## src/rtl/alu_exec_unit.sv

```systemverilog
// ---------------------------------------------------------------------------
// alu_exec_unit
//
// Execute stage of the single-cycle MIPS-subset datapath:
//   * ALU-control decode of the main-control aluop bits and the funct field
//   * 32-bit ALU with zero flag
//   * PC+4 adder and branch-target adder (pc_plus4 + offset<<2)
//   * registered copy of the ALU result and zero flag
//
// Optional feature macro: ALU_NOR_EN
//   defined   : aluop=10 / funct=0111 decodes to nor (gout=100), ALU gives ~(a|b)
//   undefined : funct=0111 decodes to add, and gout=100 gives sum=0
//
// Ports:
//   clk            in   1   clock, rising edge
//   rst_n          in   1   asynchronous active-low reset (result register only)
//   en             in   1   load enable for the result register
//   aluop          in   2   {aluop1, aluop0} from main control
//   funct          in   4   instruction bits [3:0]
//   a              in  32   operand A
//   b              in  32   operand B
//   pc             in  32   current program counter
//   imm_ext        in  32   sign-extended 16-bit offset
//   gout           out  3   decoded ALU operation (combinational)
//   sum            out 32   ALU result (combinational)
//   zout           out  1   sum == 0 (combinational)
//   pc_plus4       out 32   pc + 4 (combinational)
//   branch_target  out 32   pc_plus4 + {imm_ext[29:0], 2'b00} (combinational)
//   sum_q          out 32   registered sum
//   zout_q         out  1   registered zout
// ---------------------------------------------------------------------------
module alu_exec_unit (
    input  logic        clk,
    input  logic        rst_n,
    input  logic        en,
    input  logic [1:0]  aluop,
    input  logic [3:0]  funct,
    input  logic [31:0] a,
    input  logic [31:0] b,
    input  logic [31:0] pc,
    input  logic [31:0] imm_ext,
    output logic [2:0]  gout,
    output logic [31:0] sum,
    output logic        zout,
    output logic [31:0] pc_plus4,
    output logic [31:0] branch_target,
    output logic [31:0] sum_q,
    output logic        zout_q
);

    localparam logic [2:0] OP_AND = 3'b000;
    localparam logic [2:0] OP_OR  = 3'b001;
    localparam logic [2:0] OP_ADD = 3'b010;
    localparam logic [2:0] OP_NOR = 3'b100;
    localparam logic [2:0] OP_SUB = 3'b110;
    localparam logic [2:0] OP_SLT = 3'b111;

    // -----------------------------------------------------------------------
    // ALU control decode (first match wins)
    // -----------------------------------------------------------------------
    always_comb begin
        gout = OP_ADD;
        if (aluop == 2'b00) begin
            gout = OP_ADD;
        end else if (aluop[0]) begin
            gout = OP_SUB;
        end else begin
            unique case (funct)
                4'b0000: gout = OP_ADD;
                4'b0010: gout = OP_SUB;
                4'b0100: gout = OP_AND;
                4'b0101: gout = OP_OR;
                4'b1010: gout = OP_SLT;
`ifdef ALU_NOR_EN
                4'b0111: gout = OP_NOR;
`endif
                default: gout = OP_ADD;
            endcase
        end
    end

    // -----------------------------------------------------------------------
    // Bitwise logic, one slice per bit
    // -----------------------------------------------------------------------
    logic [31:0] and_bits;
    logic [31:0] or_bits;

    genvar gi;
    generate
        for (gi = 0; gi < 32; gi++) begin : g_logic
            assign and_bits[gi] = a[gi] & b[gi];
            assign or_bits[gi]  = a[gi] | b[gi];
        end
    endgenerate

    // -----------------------------------------------------------------------
    // Shared adder: subtract and slt both use a + ~b + 1
    // -----------------------------------------------------------------------
    logic        use_sub;
    logic [31:0] b_operand;
    logic [31:0] add_res;
    logic        slt_bit;

    assign use_sub   = (gout == OP_SUB) || (gout == OP_SLT);
    assign b_operand = use_sub ? ~b : b;
    assign add_res   = a + b_operand + {31'd0, use_sub};

    // When signs differ the difference may overflow, but the answer is then
    // simply "a is the negative one"; otherwise the difference sign is exact.
    assign slt_bit = (a[31] != b[31]) ? a[31] : add_res[31];

    always_comb begin
        sum = 32'd0;
        unique case (gout)
            OP_AND:  sum = and_bits;
            OP_OR:   sum = or_bits;
            OP_ADD:  sum = add_res;
            OP_SUB:  sum = add_res;
            OP_SLT:  sum = {31'd0, slt_bit};
`ifdef ALU_NOR_EN
            OP_NOR:  sum = ~or_bits;
`endif
            default: sum = 32'd0;
        endcase
    end

    assign zout = ~|sum;

    // -----------------------------------------------------------------------
    // Address adders (wrap modulo 2^32; offset drops imm_ext[31:30])
    // -----------------------------------------------------------------------
    assign pc_plus4      = pc + 32'd4;
    assign branch_target = pc_plus4 + {imm_ext[29:0], 2'b00};

    // -----------------------------------------------------------------------
    // Result register
    // -----------------------------------------------------------------------
    logic [31:0] sum_reg;
    logic        zout_reg;
    logic [31:0] sum_next;
    logic        zout_next;

    always_comb begin
        sum_next  = sum_reg;
        zout_next = zout_reg;
        if (en) begin
            sum_next  = sum;
            zout_next = zout;
        end
    end

    always_ff @(posedge clk or negedge rst_n) begin
        if (!rst_n) begin
            sum_reg  <= 32'd0;
            zout_reg <= 1'b0;
        end else begin
            sum_reg  <= sum_next;
            zout_reg <= zout_next;
        end
    end

    assign sum_q  = sum_reg;
    assign zout_q = zout_reg;

endmodule

```

## config.mk

```make
export PLATFORM = sky130hd
export DESIGN_NAME = alu_exec_unit
export DESIGN_NICKNAME = d
export VERILOG_FILES = /design/src/rtl/alu_exec_unit.sv
export SDC_FILE = /design/constraint.sdc
export NUM_CORES = 1
export LEC_CHECK = 0
export CELL_PAD_IN_SITES_DETAIL_PLACEMENT = 1
export CELL_PAD_IN_SITES_GLOBAL_PLACEMENT = 1
export CORE_UTILIZATION = 31
export CTS_CLUSTER_SIZE = 12
export DETAILED_ROUTE_END_ITERATION = 12
export PLACE_DENSITY = 0.85
export SLEW_MARGIN = 20
export SYNTH_ARGS = -nofsm -noshare
export SYNTH_HDL_FRONTEND = slang
export SYNTH_SLANG_ARGS = --single-unit
```

## constraint.sdc

```tcl
create_clock -name clk -period 6.4 [get_ports clk]
set_input_delay 0.96 -clock clk [delete_from_list [all_inputs] [get_ports clk]]
set_output_delay 0.96 -clock clk [all_outputs]
set_load 0.03 [all_outputs]
```

### Word-level counts from Yosys, hierarchy flattened

Index checks and enable logic that the tools add are counted.

* add/sub/neg operators: 4
* equality and inequality tests: 9
* multiplexer cells: 6
* bitwise gates (word level): 65
* reductions and logical operators: 6

Operators by type and width (number)
* $pmux 32 s4: 1
* $add 32x32->32: 2
* $add 32x1->32: 1
* $add 32x3->32 const B: 1
* $and 1x1->1: 32
* $mux 32: 1
* $not 32->32: 1
* $or 1x1->1: 32
* $reduce_or 32->1: 1
* $pmux 3 s4: 1
* $eq 4x3->1 const B: 2
* $eq 3x3->1 const B: 2
* $mux 3: 2
* $eq 4x2->1 const B: 1
* $eq 4x4->1 const B: 1
* $eq 3x1->1 const B: 1
* $eq 3x2->1 const B: 1
* $logic_not 3->1: 1
* $logic_not 2->1: 1
* $reduce_or 2->1: 1
* $logic_not 1->1: 1
* $logic_or 1x1->1: 1
* $mux 1: 1
* $ne 1x1->1: 1

* register bits: 33
* bits of input ports: 137
* output and inout bits: 133
* word-level logic and storage cells: 92

### Longest topological paths before layout

Gate-level depths: netlist (run 1).

* depth in word-level cells: 13
* depth in mapped cells: 18

### Least setup slack after synthesis (run 1)

Ideal clock, no wire load.

* path type: in2out
* from: input port aluop[1]
* to: output port zout
* arrival: 5.218 ns
* data required time: 5.440 ns
* path slack: 0.222 ns
* stages on the path: 17
* path buffers: 2
* cell sequence: nor4bb_4 -> nor2_1 -> clkbuf_1 -> xnor2_1 -> ha_1 -> clkbuf_1 -> a21o_1 -> a311oi_1 -> a21oi_1 -> and2_1 -> o21a_1 -> o31a_1 -> o31ai_1 -> nor2_1 -> nand4b_1 -> nor4_2 -> and3_1

* elaborated cells between the ends (all ways): 16
* classes of those cells: add/sub (2); eq/ne (4); mux (4); reduce/logical (6)

RTL lines
* from (decl): RTL line 36 `input logic [1:0] aluop,`
* $logic_not 2->1 *: RTL line 63 `if (aluop == 2'b00) begin`
* $mux 3 *: RTL line 63
* $eq 3x3->1: RTL line 104, 114
* $logic_or 1x1->1: RTL line 104 `assign use_sub = (gout == OP_SUB) || (gout == OP_SLT);`
* $mux 32: RTL line 105 `assign b_operand = use_sub ? ~b : b;`
* $add 32x32->32: RTL line 106 `assign add_res = a + b_operand + {31'd0, use_sub};`
* $add 32x1->32: RTL line 106
* $pmux 32 s4 *: RTL line 114 `unique case (gout)`
* via sum[28]: RTL line 43 `output logic [31:0] sum,`
* $reduce_or 32->1 *: RTL line 127 `assign zout = ~|sum;`
* $logic_not 1->1 *: RTL line 127
* to (decl): RTL line 44 `output logic zout,`

The timed path passes the listed nets; every way through them passes the cells marked *.

### Worst setup path after layout (run 1)

* from: input port aluop[0]
* to: output port zout

* word-level cells in the longest chain between the ends: 11
* elaborated cells between the ends (all ways): 17
* classes of those cells: add/sub (2); eq/ne (4); mux (5); reduce/logical (6)

Ends and longest elaborated chain
* $mux 3 / $logic_not 2->1 (equally long branches): RTL line 65, 63
* $mux 3 *: RTL line 63
* $eq 3x3->1: RTL line 104, 114
* $logic_or 1x1->1: RTL line 104
* $mux 32: RTL line 105
* $add 32x32->32: RTL line 106
* $add 32x1->32: RTL line 106
* $mux 1: RTL line 110 `assign slt_bit = (a[31] != b[31]) ? a[31] : add_res[31];`
* $pmux 32 s4 *: RTL line 114
* $reduce_or 32->1 *: RTL line 127
* $logic_not 1->1 *: RTL line 127

Every way passes the cells marked *; elsewhere a longest branch is shown, timed or not.

==> reports/qor.csv, run 1 <==
metric,value,unit
hold_viol,0,
num_io_pins,270,
max_freq,0.157,GHz
period_share,99.5,%
first_iter_violations,320,
max_cap_violations,0,
yosysMostFrequentCell,xnor2_1,
critical_path_class,in -> out,
port_buffers,261,
cts.sinks,33,
grt_pass1_vias,8157,
peakVddDrop,0.174,mV
drcViolationCount,0,
cts-htree-levels,2,
ys_ff_latch,33,
grt-ovfl-total,0,
end_kind,output pin,
cts-hold-fix-buffers,0,
critPathMaxFanout,8,
grtUsageMet2,50.6,%
vias_per_cell,5.54,
grt_pass1_wl,42900,µm
total_power,0.00239,W
fin_nets,1339,
p_leak,4.31,nW
synthDistinctLibCells,77,
fp.coreArea,0.0194,mm²
synthTopCellsByArea,"dfrtp_1 13%, ha_1 13%, xnor2_1 11%, a21oi_1 5.2%, maj3_1 4.4%",
dr.pass1.iters,5,
timing.final.crit_period,6.37,ns
synth-edff-count,0,
yosysTopAreaCellShare,13.5,%
wirelength,28500,µm
synth_top_area_cell,dfrtp_1,
hp-class,reg -> reg,
clock_latency,0.28,ns
gr-usage-met1,29.4,%
syn2layout_area_growth,65.4,%
grt.total_usage,26.6,%
met3_usage,3.66,%
wire_per_inst,20.3,µm
async_flop_share,100,%
drv_slew,0,
cts_tree,done,
syn_nets,991,
initial_core_util,31.6,%
final_util,52.3,%
die_h,143,µm
core.rowCount,51,
worst_pin_slew,1.04,ns
p_per_area,236,mW/mm²
slew_headroom,30.9,%
globalplace.congestion,0.909,
ant_nets,0,
ys.flop_type,dfrtp_1,
antenna_found_initial,0,
finClkSkew,0,ns
yosysWarningCount,0,
synth_area,0.00613,mm²
synth_seq_area_share,13.5,%
setup_violations,0,
crit_arrival,5.41,ns
synthTopCellsByCount,"79 x xnor2_1, 65 x ha_1, 64 x a21oi_1, 64 x nand2_1, 47 x nor2_1",
numCtsBuffers,5,
via_count,7772,
grt_max_degree,54,
avgSynthCellArea,7.79,µm²
syn_inst,787,
nFillCells,2333,
drive_gt1_share,17.8,%
die_width,143,µm
place_hpwl,22400,µm
die_area,0.0204,mm²
top_usage_layer,met2,
crit_required,5.44,ns
clk_pin_slew,0.05,ns
worstSetupStartpointType,input pin,
clockBufferDepth,2,
status,completed,
root_buffer,clkbuf_16,
where the power goes:
| part | leakage (nW) | total [W] | switching, W | internal (W) |
|---|---|---|---|---|
| Sequential | 0.379 | 0.000309 | 0.0000392 | 0.000270 |
| Clock | 0.0706 | 0.000236 | 0.0000931 | 0.000143 |
| Combinational | 3.86 | 0.00185 | 0.00104 | 0.000808 |
critical path: stages:
cell and delay [ns]:
clkdlybuf4s50_1 0.46, nor2_4 0.27, buf_4 0.17, xnor2_1 0.16, ha_1 0.40, nor3_1 0.11, o21ai_1 0.13, nand3_1 0.17
a2111o_1 0.50, nand3_1 0.10, or3b_4 0.38, or4_4 0.48, nor4_4 0.20, nand4_1 0.15, nor4_2 0.34, and3_1 0.26
buf_6 0.15
per-stage QoR:
step | hold slack, ns | instances | worst slack [ns] | instance area (µm²) | TNS, ns
6_report | 0.503 | 1402 | 0.0330 | 10100 | 0
5_1_grt | 0.522 | 1401 | -0.0620 | 10100 | -0.0620
4_1_cts | 0.507 | 1393 | -0.130 | 9900 | -0.130
3_5_place_dp | 0.495 | 1384 | -0.180 | 9690 | -0.259
3_3_place_gp | 0.489 | 1384 | -0.0842 | 9690 | -0.123
2_1_floorplan | 0.664 | 787 | 0.222 | 6130 | 0
layout by cell type, fill, tap and decap left out, drive strengths merged, types with 24 or more instances in the layout:
master	netlist	final
inv	32	32
clkdlybuf4s50	0	236
dfrtp	33	33
nand3	24	24
xnor2	79	79
maj3	28	28
o21ai	45	45
ha	65	65
a21oi	67	67
nand2	64	64
xor2	26	26
nor2	47	47
buf	8	127
worst paths after layout:
| kind | endpoint | slack, ns | cells past startpoint | from |
|---|---|---|---|---|
| max | zout | 0.03 | 17 | aluop[0] |
| min reg2reg | sum_q[14] | 0.50 | 1 | sum_q[14] |
| min | sum_q[14] | 0.50 | 1 | sum_q[14] |
| min in group asynchronous | zout_q | 1.15 | 2 | rst_n |
| max in group asynchronous | sum_q[25] | 4.93 | 2 | rst_n |
| max reg2reg | zout_q | 5.48 | 2 | zout_q |
kinds of logic after synthesis:
kind of cell             after synthesis  share of synthesized area [%]
AND/OR/NAND/NOR                      243                           20.9
adder cells (fa/ha/maj)               95                           18.5
buffers and inverters                 64                           4.22
XOR/XNOR                             105                           15.0
flip-flops                            33                           13.5
AO/OA/AOI/OAI                        232                           25.2
multiplexers                          15                           2.71
area by class of cell:
type / count / area (µm²) / area share, %
diodes: 1 / 2.50 / 0.0247
clock buffers: 6 / 129 / 1.27
clock inverters: 2 / 10.0 / 0.0987
inverters: 32 / 120 / 1.18
multi-input cells: 690 / 5270 / 52.0
flip-flops and latches: 33 / 826 / 8.14
well taps: 265 / 332 / 3.27
repair buffers: 373 / 3450 / 34.0
per-layer routing:
metal	share of wire [%]	vias to the layer above	wire [µm]
met5	0	-	0
met4	4.3	0	1240
met3	5.5	85	1560
met2	51	327	14600
met1	39	3773	11100
li1	-	3587	-
registers in the layout (all words and copies together) (netlist names):
register,cells
zout_q,1
sum_q,32
timing repair:
| item | in CTS | in global routing |
|---|---|---|
| gates resized for setup | 15 | 48 |
| pin swaps | 4 | 26 |
| buffers inserted | 1 | 8 |
| setup endpoints to repair | 3 | 11 |
No activity file was read; power rests on OpenSTA's default activity.
==> run 2: changes to the inputs <==
--- a/config.mk
+++ b/config.mk
@@ -10,6 +10,7 @@
 export CORE_UTILIZATION = 31
 export CTS_CLUSTER_SIZE = 12
 export DETAILED_ROUTE_END_ITERATION = 12
+export GPL_ROUTABILITY_DRIVEN = 1
 export PLACE_DENSITY = 0.85
 export SLEW_MARGIN = 20
 export SYNTH_ARGS = -nofsm -noshare
==> results of run 2 <==
Same layout as run 1: the final DEF is identical, and so are final timing and power.
